## src/rtl/freq_sweep_analyzer_if.sv

```systemverilog
// -----------------------------------------------------------------------------
// freq_sweep_analyzer_if
//   Result channel of the frequency sweep analyzer. One record per sweep point,
//   transferred with a valid/ready handshake.
//   Signals:
//     res_valid   result record available (driven by analyzer)
//     res_ready   consumer accepts the record (driven by readout logic)
//     res_period  sine_gen period the record was measured at
//     res_pp      per-channel unsigned peak-to-peak, WORD_WIDTH+1 bits each
//     res_seen    per-channel flag: at least one valid sample in the window
//   Modports: master = analyzer side, slave = consumer side.
// -----------------------------------------------------------------------------
interface freq_sweep_analyzer_if #(
  parameter int WORD_WIDTH   = 16,
  parameter int NUM_CH       = 10,
  parameter int PERIOD_WIDTH = 32
);
  logic                               res_valid;
  logic                               res_ready;
  logic [PERIOD_WIDTH-1:0]            res_period;
  logic [NUM_CH*(WORD_WIDTH+1)-1:0]   res_pp;
  logic [NUM_CH-1:0]                  res_seen;

  modport master (
    output res_valid, res_period, res_pp, res_seen,
    input  res_ready
  );

  modport slave (
    input  res_valid, res_period, res_pp, res_seen,
    output res_ready
  );
endinterface

```

## src/rtl/freq_sweep_analyzer.sv

```systemverilog
// -----------------------------------------------------------------------------
// freq_sweep_analyzer
//   Steps the sine_gen period from period_start to period_stop. At each point
//   the generator/filters are released, allowed to settle, then every channel's
//   min/max is tracked over a measurement window and a peak-to-peak record is
//   offered on the result interface. Between points the generator is held in
//   reset for GEN_RST_CYCLES cycles.
//   Ports:
//     clk, rst        clock, synchronous active-high reset
//     start, abort    begin a sweep (IDLE only) / cancel at any time
//     period_start/step/stop, settle_cycles, meas_cycles
//                     sweep configuration, latched on start
//     ch_data, ch_valid  filter outputs, channel k at [k*WORD_WIDTH +: WORD_WIDTH]
//     sine_period, gen_run  control of sine_gen and the filter bank
//     busy, done      status: not idle / one-cycle completion pulse
//     res             result channel (master side)
// -----------------------------------------------------------------------------
module freq_sweep_analyzer #(
  parameter int WORD_WIDTH     = 16,
  parameter int NUM_CH         = 10,
  parameter int PERIOD_WIDTH   = 32,
  parameter int CNT_WIDTH      = 32,
  parameter int GEN_RST_CYCLES = 100
) (
  input  logic                         clk,
  input  logic                         rst,
  input  logic                         start,
  input  logic                         abort,
  input  logic [PERIOD_WIDTH-1:0]      period_start,
  input  logic [PERIOD_WIDTH-1:0]      period_step,
  input  logic [PERIOD_WIDTH-1:0]      period_stop,
  input  logic [CNT_WIDTH-1:0]         settle_cycles,
  input  logic [CNT_WIDTH-1:0]         meas_cycles,
  input  logic [NUM_CH*WORD_WIDTH-1:0] ch_data,
  input  logic [NUM_CH-1:0]            ch_valid,
  output logic [PERIOD_WIDTH-1:0]      sine_period,
  output logic                         gen_run,
  output logic                         busy,
  output logic                         done,
  freq_sweep_analyzer_if.master        res
);

  typedef enum logic [2:0] {
    S_IDLE, S_SETTLE, S_MEAS, S_REPORT, S_STEP, S_GEN_RST, S_FINISH
  } state_t;

  localparam logic [CNT_WIDTH-1:0] CNT_ONE      = CNT_WIDTH'(1);
  localparam logic [CNT_WIDTH-1:0] GEN_RST_LAST = CNT_WIDTH'(GEN_RST_CYCLES - 1);
  localparam logic signed [WORD_WIDTH-1:0] POS_MAX = {1'b0, {(WORD_WIDTH-1){1'b1}}};
  localparam logic signed [WORD_WIDTH-1:0] NEG_MAX = -POS_MAX;

  state_t                  state_reg;
  logic [PERIOD_WIDTH-1:0] period_reg, step_reg, stop_reg, res_period_reg;
  logic [CNT_WIDTH-1:0]    settle_reg, meas_reg, cnt_reg;
  logic                    gen_run_reg, busy_reg, done_reg, res_valid_reg;

  // A zero-length window still lasts one cycle, so the last index saturates at 0.
  logic [CNT_WIDTH-1:0]    settle_last_idx, meas_last_idx;
  logic                    settle_last, meas_last;
  logic [PERIOD_WIDTH:0]   next_period;
  logic                    sweep_end;
  logic                    meas_init, meas_active, meas_capture;

  assign settle_last_idx = (settle_reg == '0) ? '0 : settle_reg - CNT_ONE;
  assign meas_last_idx   = (meas_reg == '0) ? '0 : meas_reg - CNT_ONE;
  assign settle_last     = (cnt_reg == settle_last_idx);
  assign meas_last       = (cnt_reg == meas_last_idx);

  // Extra bit catches wrap-around of the period so the sweep ends instead of restarting low.
  assign next_period = {1'b0, period_reg} + {1'b0, step_reg};
  assign sweep_end   = (step_reg == '0) || next_period[PERIOD_WIDTH] ||
                       (next_period[PERIOD_WIDTH-1:0] > stop_reg);

  assign meas_init    = (state_reg == S_SETTLE) && settle_last;
  assign meas_active  = (state_reg == S_MEAS);
  assign meas_capture = meas_active && meas_last;

  always_ff @(posedge clk) begin
    if (rst || abort) begin
      state_reg      <= S_IDLE;
      period_reg     <= '0;
      step_reg       <= '0;
      stop_reg       <= '0;
      settle_reg     <= '0;
      meas_reg       <= '0;
      cnt_reg        <= '0;
      gen_run_reg    <= 1'b0;
      busy_reg       <= 1'b0;
      done_reg       <= 1'b0;
      res_valid_reg  <= 1'b0;
      res_period_reg <= '0;
    end else begin
      done_reg <= 1'b0;
      case (state_reg)
        S_IDLE: begin
          if (start) begin
            period_reg  <= period_start;
            step_reg    <= period_step;
            stop_reg    <= period_stop;
            settle_reg  <= settle_cycles;
            meas_reg    <= meas_cycles;
            cnt_reg     <= '0;
            gen_run_reg <= 1'b1;
            busy_reg    <= 1'b1;
            state_reg   <= S_SETTLE;
          end
        end
        S_SETTLE: begin
          if (settle_last) begin
            cnt_reg   <= '0;
            state_reg <= S_MEAS;
          end else begin
            cnt_reg <= cnt_reg + CNT_ONE;
          end
        end
        S_MEAS: begin
          if (meas_last) begin
            cnt_reg        <= '0;
            res_valid_reg  <= 1'b1;
            res_period_reg <= period_reg;
            state_reg      <= S_REPORT;
          end else begin
            cnt_reg <= cnt_reg + CNT_ONE;
          end
        end
        S_REPORT: begin
          if (res.res_ready) begin
            res_valid_reg <= 1'b0;
            state_reg     <= S_STEP;
          end
        end
        S_STEP: begin
          if (sweep_end) begin
            done_reg  <= 1'b1;
            state_reg <= S_FINISH;
          end else begin
            period_reg  <= next_period[PERIOD_WIDTH-1:0];
            gen_run_reg <= 1'b0;
            cnt_reg     <= '0;
            state_reg   <= S_GEN_RST;
          end
        end
        S_GEN_RST: begin
          if (cnt_reg == GEN_RST_LAST) begin
            gen_run_reg <= 1'b1;
            cnt_reg     <= '0;
            state_reg   <= S_SETTLE;
          end else begin
            cnt_reg <= cnt_reg + CNT_ONE;
          end
        end
        S_FINISH: begin
          gen_run_reg <= 1'b0;
          busy_reg    <= 1'b0;
          state_reg   <= S_IDLE;
        end
        default: state_reg <= S_IDLE;
      endcase
    end
  end

  assign sine_period    = period_reg;
  assign gen_run        = gen_run_reg;
  assign busy           = busy_reg;
  assign done           = done_reg;
  assign res.res_valid  = res_valid_reg;
  assign res.res_period = res_period_reg;

  // Per-channel min/max tracking. The result is formed from the "next" values so the
  // sample arriving in the final window cycle is included in the reported record.
  genvar gi;
  generate
    for (gi = 0; gi < NUM_CH; gi++) begin : g_ch
      logic signed [WORD_WIDTH-1:0] sample, min_reg, max_reg, min_next, max_next;
      logic                         seen_reg, seen_next, res_seen_reg;
      logic [WORD_WIDTH:0]          pp_reg, pp_next;

      assign sample = ch_data[gi*WORD_WIDTH +: WORD_WIDTH];

      // The first valid sample loads both extremes, so a constant most-negative input
      // reads as zero swing rather than being compared against the -max_signed seed.
      assign min_next  = (ch_valid[gi] && (!seen_reg || sample < min_reg)) ? sample : min_reg;
      assign max_next  = (ch_valid[gi] && (!seen_reg || sample > max_reg)) ? sample : max_reg;
      assign seen_next = seen_reg | ch_valid[gi];
      assign pp_next   = seen_next ? ({max_next[WORD_WIDTH-1], max_next} -
                                      {min_next[WORD_WIDTH-1], min_next}) : '0;

      always_ff @(posedge clk) begin
        if (rst || abort) begin
          min_reg      <= POS_MAX;
          max_reg      <= NEG_MAX;
          seen_reg     <= 1'b0;
          pp_reg       <= '0;
          res_seen_reg <= 1'b0;
        end else begin
          if (meas_init) begin
            min_reg  <= POS_MAX;
            max_reg  <= NEG_MAX;
            seen_reg <= 1'b0;
          end else if (meas_active) begin
            min_reg  <= min_next;
            max_reg  <= max_next;
            seen_reg <= seen_next;
          end
          if (meas_capture) begin
            pp_reg       <= pp_next;
            res_seen_reg <= seen_next;
          end
        end
      end

      assign res.res_pp[gi*(WORD_WIDTH+1) +: WORD_WIDTH+1] = pp_reg;
      assign res.res_seen[gi]                             = res_seen_reg;
    end
  endgenerate

endmodule

```

## src/flat_wrapper.sv

```systemverilog
// flat-port wrapper written by rule: the top's interface ports become plain ports
module freq_sweep_analyzer_flat 
#(
  parameter int WORD_WIDTH     = 16,
  parameter int NUM_CH         = 10,
  parameter int PERIOD_WIDTH   = 32,
  parameter int CNT_WIDTH      = 32,
  parameter int GEN_RST_CYCLES = 100
)
  (clk, rst, start, abort, period_start, period_step, period_stop, settle_cycles, meas_cycles, ch_data, ch_valid, sine_period, gen_run, busy, done, res_res_valid, res_res_period, res_res_pp, res_res_seen, res_res_ready);
  freq_sweep_analyzer_if #(.WORD_WIDTH(WORD_WIDTH), .NUM_CH(NUM_CH), .PERIOD_WIDTH(PERIOD_WIDTH)) res_i ();
  input  logic clk;
  input  logic rst;
  input  logic start;
  input  logic abort;
  input  logic [PERIOD_WIDTH-1:0] period_start;
  input  logic [PERIOD_WIDTH-1:0] period_step;
  input  logic [PERIOD_WIDTH-1:0] period_stop;
  input  logic [CNT_WIDTH-1:0] settle_cycles;
  input  logic [CNT_WIDTH-1:0] meas_cycles;
  input  logic [NUM_CH*WORD_WIDTH-1:0] ch_data;
  input  logic [NUM_CH-1:0] ch_valid;
  output logic [PERIOD_WIDTH-1:0] sine_period;
  output logic gen_run;
  output logic busy;
  output logic done;
  output wire logic [$bits(res_i.res_valid)-1:0] res_res_valid;
  output wire logic [$bits(res_i.res_period)-1:0] res_res_period;
  output wire logic [$bits(res_i.res_pp)-1:0] res_res_pp;
  output wire logic [$bits(res_i.res_seen)-1:0] res_res_seen;
  input wire logic [$bits(res_i.res_ready)-1:0] res_res_ready;
  assign res_res_valid = res_i.res_valid;
  assign res_res_period = res_i.res_period;
  assign res_res_pp = res_i.res_pp;
  assign res_res_seen = res_i.res_seen;
  assign res_i.res_ready = res_res_ready;
  freq_sweep_analyzer #(.WORD_WIDTH(WORD_WIDTH), .NUM_CH(NUM_CH), .PERIOD_WIDTH(PERIOD_WIDTH), .CNT_WIDTH(CNT_WIDTH), .GEN_RST_CYCLES(GEN_RST_CYCLES)) u_core (.clk(clk), .rst(rst), .start(start), .abort(abort), .period_start(period_start), .period_step(period_step), .period_stop(period_stop), .settle_cycles(settle_cycles), .meas_cycles(meas_cycles), .ch_data(ch_data), .ch_valid(ch_valid), .sine_period(sine_period), .gen_run(gen_run), .busy(busy), .done(done), .res(res_i));
endmodule
```

## config.mk

```make
export PLATFORM = sky130hd
export DESIGN_NAME = freq_sweep_analyzer_flat
export DESIGN_NICKNAME = d
export VERILOG_FILES = /design/src/rtl/freq_sweep_analyzer_if.sv /design/src/rtl/freq_sweep_analyzer.sv /design/src/flat_wrapper.sv
export SDC_FILE = /design/constraint.sdc
export NUM_CORES = 2
export LEC_CHECK = 0
export ABC_AREA = 1
export ABC_CLOCK_PERIOD_IN_PS = 4100
export BUFFER_PORTS_ARGS = -buffer_cell sky130_fd_sc_hd__clkbuf_2
export CORE_MARGIN = 4
export CORE_UTILIZATION = 54
export DETAILED_ROUTE_END_ITERATION = 16
export PLACE_DENSITY = 0.78
export SKIP_CTS_REPAIR_TIMING = 1
export SLEW_MARGIN = 20
export SYNTH_ARGS = -nofsm -noshare
export SYNTH_HDL_FRONTEND = slang
export SYNTH_SLANG_ARGS = --single-unit
```

## constraint.sdc

```tcl
create_clock -name clk -period 4.1 [get_ports clk]
set_input_delay 0.205 -clock clk [delete_from_list [all_inputs] [get_ports clk]]
set_output_delay 0.205 -clock clk [all_outputs]
set_load 0.05 [all_outputs]
```

[After elaboration in Yosys (flattened, before gate mapping)]
Index checks and enable logic that the tools add are counted.
Word-level totals
  register bits: 741
  input port bits: 335
  output and inout bits: 248
  word-level logic and storage cells: 254
Cells by class
  add/subtract/negate cells: 14
  order comparisons: 21
  eq/ne operators: 15
  mux-type cells: 57
  bitwise gates (word level): 11
  reductions and logical operators: 74
Operator list (number)
  $mux 16: 20
  $mux 32: 9
  $mux 17: 10
  $sub 16x16->17: 10
  $gt 16x16->1: 10
  $lt 16x16->1: 10
  $pmux 32 s5: 1
  $logic_not 32->1: 3
  $eq 32x32->1: 2
  $pmux 32 s2: 1
  $sub 32x1->32 const B: 2
  $add 32x32->33: 1
  $add 32x1->32 const B: 1
  $eq 32x7->1 const B: 1
  $gt 32x32->1: 1
  $logic_or 1x1->1: 23
  $logic_and 1x1->1: 22
  $pmux 3 s6: 1
  $mux 3: 5
  $logic_not 1->1: 10
  $or 1x1->1: 10
  $eq 3x3->1 const B: 3
  $reduce_and 3->1: 3
  $eq 3x2->1 const B: 2
  16 further kinds: 31

[Depth between registers and ports, before layout]
  depth after elaboration: 6
  depth in mapped cells: 31
  mapped depth without buffers: 30

[Worst setup path before layout]
No wires, ideal clock.
  path type: flip-flop to flip-flop
  from: reg u_core.period_reg[0] (netlist: u_core.sine_period[0])
  to: reg u_core.period_reg[10] (netlist: u_core.sine_period[10])
  setup time: 0.086 ns
  arrival time: 4.433 ns
  required time: 4.014 ns
  slack: -0.419 ns
  cell stages (with the launch flop): 30
  buffers on the path: 1
  period minus slack after synthesis: 4.519 ns
  cells stage by stage: dfxtp_1 -> ha_1 -> inv_1 -> fa_1 -> nand3b_1 -> nand2_1 -> nand2_1 -> nand2_1 -> nand2_1 -> nand2_1 -> nand2_1 -> nand2_1 -> inv_1 -> o21ai_0 -> a21oi_1 -> inv_1 -> nand2_1 -> and2_1 -> ha_1 -> nand2_1 -> nor4_1 -> inv_1 -> nor4_1 -> nand4_1 -> nand2_1 -> nand3_1 -> nand2_1 -> clkbuf_1 -> nor2_1 -> a211oi_1
Between the ends
  word-level cells in the longest chain between the ends: 5
  elaborated cells between the ends (all ways): 8
  classes of those cells: add/sub: 1; order compare: 1; eq/ne: 1; mux: 2; reduce/logical: 3
Ends and longest elaborated chain
  start, declared: line freq_sweep_analyzer.sv:53  | logic [PERIOD_WIDTH-1:0] period_reg, step_reg, stop_reg, res_period_reg;
  start signal, assigned: line freq_sweep_analyzer.sv:97  | period_reg <= period_start;
  start signal, assigned: line freq_sweep_analyzer.sv:137  | period_reg <= next_period[PERIOD_WIDTH-1:0];
  $add 32x32->33 (*): line freq_sweep_analyzer.sv:70  | assign next_period = {1'b0, period_reg} + {1'b0, step_reg};
  $gt 32x32->1 or $logic_or 1x1->1 (tied branches): line freq_sweep_analyzer.sv:72, freq_sweep_analyzer.sv:71
  $logic_or 1x1->1: line freq_sweep_analyzer.sv:71  | assign sweep_end = (step_reg == '0) || next_period[PERIOD_WIDTH] ||
  $ne 2x2->1 (no source line)
  $reduce_and 3->1 (no source line)
Mark *: on every way between the ends. The rest lies on a longest branch, timed or not. The select of a mux whose other input is x is not followed.
A chain may end at the register's enable or synchronous reset.

[Final worst setup path]
  from: reg u_core.period_reg[0] (netlist: u_core.sine_period[0])
  to: reg u_core.period_reg[8] (netlist: u_core.sine_period[8])
Same word-level chain as after synthesis.

==> metrics.md <==
| Metric | Value |
|---|---|
| Setup crit start kind | `flip-flop` |
| Worst path arrival time | `5.07 ns` |
| GRT Total Usage | `0.3155` |
| Sinks on the clock net | `741` |
| Max reg flops | `170` |
| Starting density of the core | `0.5454` |
| Total nets after synthesis | `8473` |
| Insertion delay to the later sink of the worst-skew pair | `0.67 ns` |
| Most common cell on crit path | `nand2_2` |
| CTS clock-pin slew for the worst setup and hold paths | `0.07 ns` |
| Clock period minus worst slack | `4.495 ns` |
| Tightest Pin Transition | `1.092 ns` |
| Commonest non-fill, non-tap cell in the layout | `nand2_1` |
| Capturing point of the worst reg2reg path | `u_core.sine_period[8]$_SDFFE_PP0P_` |
| Initial antenna violation count | `24` |
| Hold Path Class | `input port to flip-flop` |
| Ratio of cells with drive above 1 in the final layout | `0.1639` |
| Distinct cell type count of the synthesized netlist | `48` |
| Warnings from Yosys | `0` |
| Dominant register cell in the synthesized netlist | `dfxtp_1` |
| R2R cell count | `28` |
| # H-tree levels | `3` |
| Vias in the first global route | `49.83k` |
| Layout Nets | `9415` |
| Worst reg-to-reg setup slack | `-0.39 ns` |
| Crit path kind | `flip-flop to flip-flop` |
| Via density per instance | `5.636` |
| Critical path data required time | `4.68 ns` |
| Cell Rows | `112` |
| Crit. Startpoint | `u_core.sine_period[0]$_SDFFE_PP0P_` |
| IO Count | `583` |
| Worst hold margin | `-0.03663 ns` |
| Wire length of the first global-routing pass | `257.0 mm` |
| Leakage | `28.87 nW` |
| Routed via count | `55.69k` |
| Crit share post-route | `1.096` |
| Area of the core | `0.09347 mm^2` |
| Fraction of the yosys area taken by sequential cells | `0.2910` |
| Critical Path Max Stage Delay | `0.38 ns` |
| Number of input and output port buffers inserted | `582` |
| Launch instance of the worst register-to-register path | `u_core.sine_period[0]$_SDFFE_PP0P_` |
| Power Dens Cells | `345.0 mW/mm^2` |
| Area contributors post-synth | `dfxtp_1 (29%), nand2_1 (13%), ha_1 (13%), a21oi_1 (10%), o21ai_0 (7.0%)` |
| Cell type contributing the most total cell area after synthesis | `dfxtp_1` |
| Max-capacitance violation count | `0` |
| Worst IR drop on VDD | `0.3832 mV` |
| Max stage delay cell, worst path | `fa_2` |
| Number of enable-type register cells in the synthesized netlist | `0` |
| Clk_skew | `0.02444 ns` |
| Clock Root Buffer | `clkbuf_16` |
| Maximum number of pins on one net before global-route repair | `184` |
| Area growth from synthesis to final layout | `25.10%` |
| TritonCTS Buffers | `85` |
| RSZ-0062 raised after global routing | `true` |
| Die Y | `315.3 um` |
| Normalized max-slew margin | `0.2693` |
| Syn Inst Count | `7590` |
| Post-placement cell count | `9459` |
| Die Area | `0.09939 mm^2` |
| GRT overflow | `0` |
| Number of detailed-routing iterations run before antenna repair | `7` |
| Violations in the final reports | `hold timing, setup timing` |
| Proportion of netlist area held by the largest area contributor | `0.2910` |
| WL/cell | `17.78 um` |
| Detailed placement HPWL | `124.9 mm` |
| Maximum buffer depth of the clock tree | `3` |
| Top library cells by usage in the layout, fill and taps aside | `nand2_1 (1783), a21oi_1 (1014), inv_1 (845)` |
| Crit path to | `u_core.sine_period[8]$_SDFFE_PP0P_` |
| Width of the chip | `315.3 um` |
| Flop and latch count out of synthesis | `741` |
| Antenna Nets Post-Route | `0` |
| Number of endpoints failing setup at the final stage | `68` |
| Async set-or-reset flop fraction in the synthesized netlist | `0` |
| Setup total negative slack | `-21.12 ns` |
| Count of unresolved DRC violations after routing | `0` |
| Worst path setup slack after routing | `-0.3946 ns` |
| Result of the run | `finished with violations` |
| Clock tree from TritonCTS | `built` |
| Global placer's final weighted congestion | `0.9709` |
| Final number of hold-violating endpoints | `30` |
| Fin cells | `9881` |
| Post-synthesis cell area | `0.05098 mm^2` |
| Iter 0 DRT Violations | `4994` |
| Mean Syn Cell Area | `6.717 um^2` |
| Final Max Slew Viols | `0` |
| Highest attainable clock frequency | `222.5 MHz` |
| Worst-path fanout max | `8` |
| Routed Wire Length | `175.7 mm` |
| Endpoint kind of the worst setup timing path | `flip-flop` |
through the flow:
| step | area [um^2] | hold slack [ns] | worst slack [ns] | total power [mW] | util |
|---|---|---|---|---|---|
| 5_1_grt | 63750 | 0.0003856 | -0.6689 | 22.98 | 0.6820 |
| 3_3_place_gp | 57030 | 0.4399 | -0.2779 | 13.00 | 0.6101 |
| 2_1_floorplan | 51000 | 0.3540 | 0.01473 | 11.29 | - |
| 3_5_place_dp | 57030 | 0.4510 | -0.4336 | 13.10 | 0.6101 |
| 4_1_cts | 60010 | -0.2560 | -0.4883 | 21.39 | 0.6420 |
| 6_report | 63770 | -0.03663 | -0.3946 | 22.00 | 0.6823 |
worst min-delay path by stage:
| stage | from | end | slack, ns | depth (start not counted) |
|---|---|---|---|---|
| after floorplan | ch_valid[3] | u_core.g_ch[3].seen_reg$_SDFFE_PP0P_ | 0.35 | 2 |
| after global placement | u_core.g_ch[1].max_reg[15]$_SDFFE_PP1P_ | u_core.g_ch[1].max_reg[15]$_SDFFE_PP1P_ | 0.44 | 2 |
| after detailed placement | u_core.g_ch[6].max_reg[15]$_SDFFE_PP1P_ | u_core.g_ch[6].max_reg[15]$_SDFFE_PP1P_ | 0.45 | 2 |
| after CTS | period_start[22] | u_core.sine_period[22]$_SDFFE_PP0P_ | -0.26 | 3 |
| after global routing | ch_data[120] | u_core.g_ch[7].min_reg[8]$_SDFFE_PP1P_ | 0.0004 | 3 |
| final | ch_data[22] | u_core.g_ch[1].min_reg[6]$_SDFFE_PP1P_ | -0.04 | 3 |
Yosys cell counts, types with 13 or more instances:
cell type and count:
nand2_1 1828, a21oi_1 1048, inv_1 854, dfxtp_1 741, o21ai_0 711, ha_1 537
nor2_1 470, nand3_1 269, clkbuf_1 234, nand4_1 137, xor2_1 136, nor3_1 58
xnor2_1 56, a31oi_1 54, buf_2 51, a211oi_1 41, o21a_1 41, o21ai_1 41
nand3b_1 33, buf_4 28, nor4_1 24, buf_6 21, a21o_1 18, o211ai_1 14
o21bai_1 14, a21boi_0 13, buf_1 13, o221a_2 13
worst max-delay path: cells and delay by family, from the launching register on:
kind | cells | cell delay [ns]
adders and majority gates | 3 | 0.79
DFF | 1 | 0.36
and+or+nand+nor | 16 | 2.02
AOI/OAI and AO/OA | 2 | 0.37
xor gates and xnor gates | 1 | 0.23
buffers and inverters | 6 | 0.62
logic make-up after synthesis:
| group | after synthesis | share of synthesized area |
|---|---|---|
| AOI/OAI and AO/OA | 2046 | 0.2132 |
| muxes | 4 | 0.0007854 |
| xor gates and xnor gates | 192 | 0.03299 |
| buffers and inverters | 1209 | 0.09542 |
| and+or+nand+nor | 2850 | 0.2305 |
| adders and majority gates | 548 | 0.1361 |
| DFF | 741 | 0.2910 |
where the power goes:
group / internal, mW / leakage [nW] / switching (mW) / total, mW
registers: 7.42 / 6.01 / 0.162 / 7.58
clock network: 4.91 / 1.47 / 3.40 / 8.31
logic: 2.28 / 21.4 / 3.83 / 6.11
layout make-up:
cell class	instances	area [um^2]
multi-input combinational	5642	32420
inverter	862	3258
antenna	25	62.56
sequential	741	14860
timing repair buffer	1200	8625
tap	1254	1569
clock buffer	114	2416
clock inverter	43	560.5
fill	7873	29700
routing by layer:
metal  up-vias  GRT usage  part of all wire
li1      27291          -                 -
met1     25702     0.4011              0.41
met2      2210     0.5297              0.47
met3       477    0.06028             0.082
met4        10     0.1204             0.044
met5         -          0           0.00033
No activity file was read; power rests on OpenSTA's default activity.
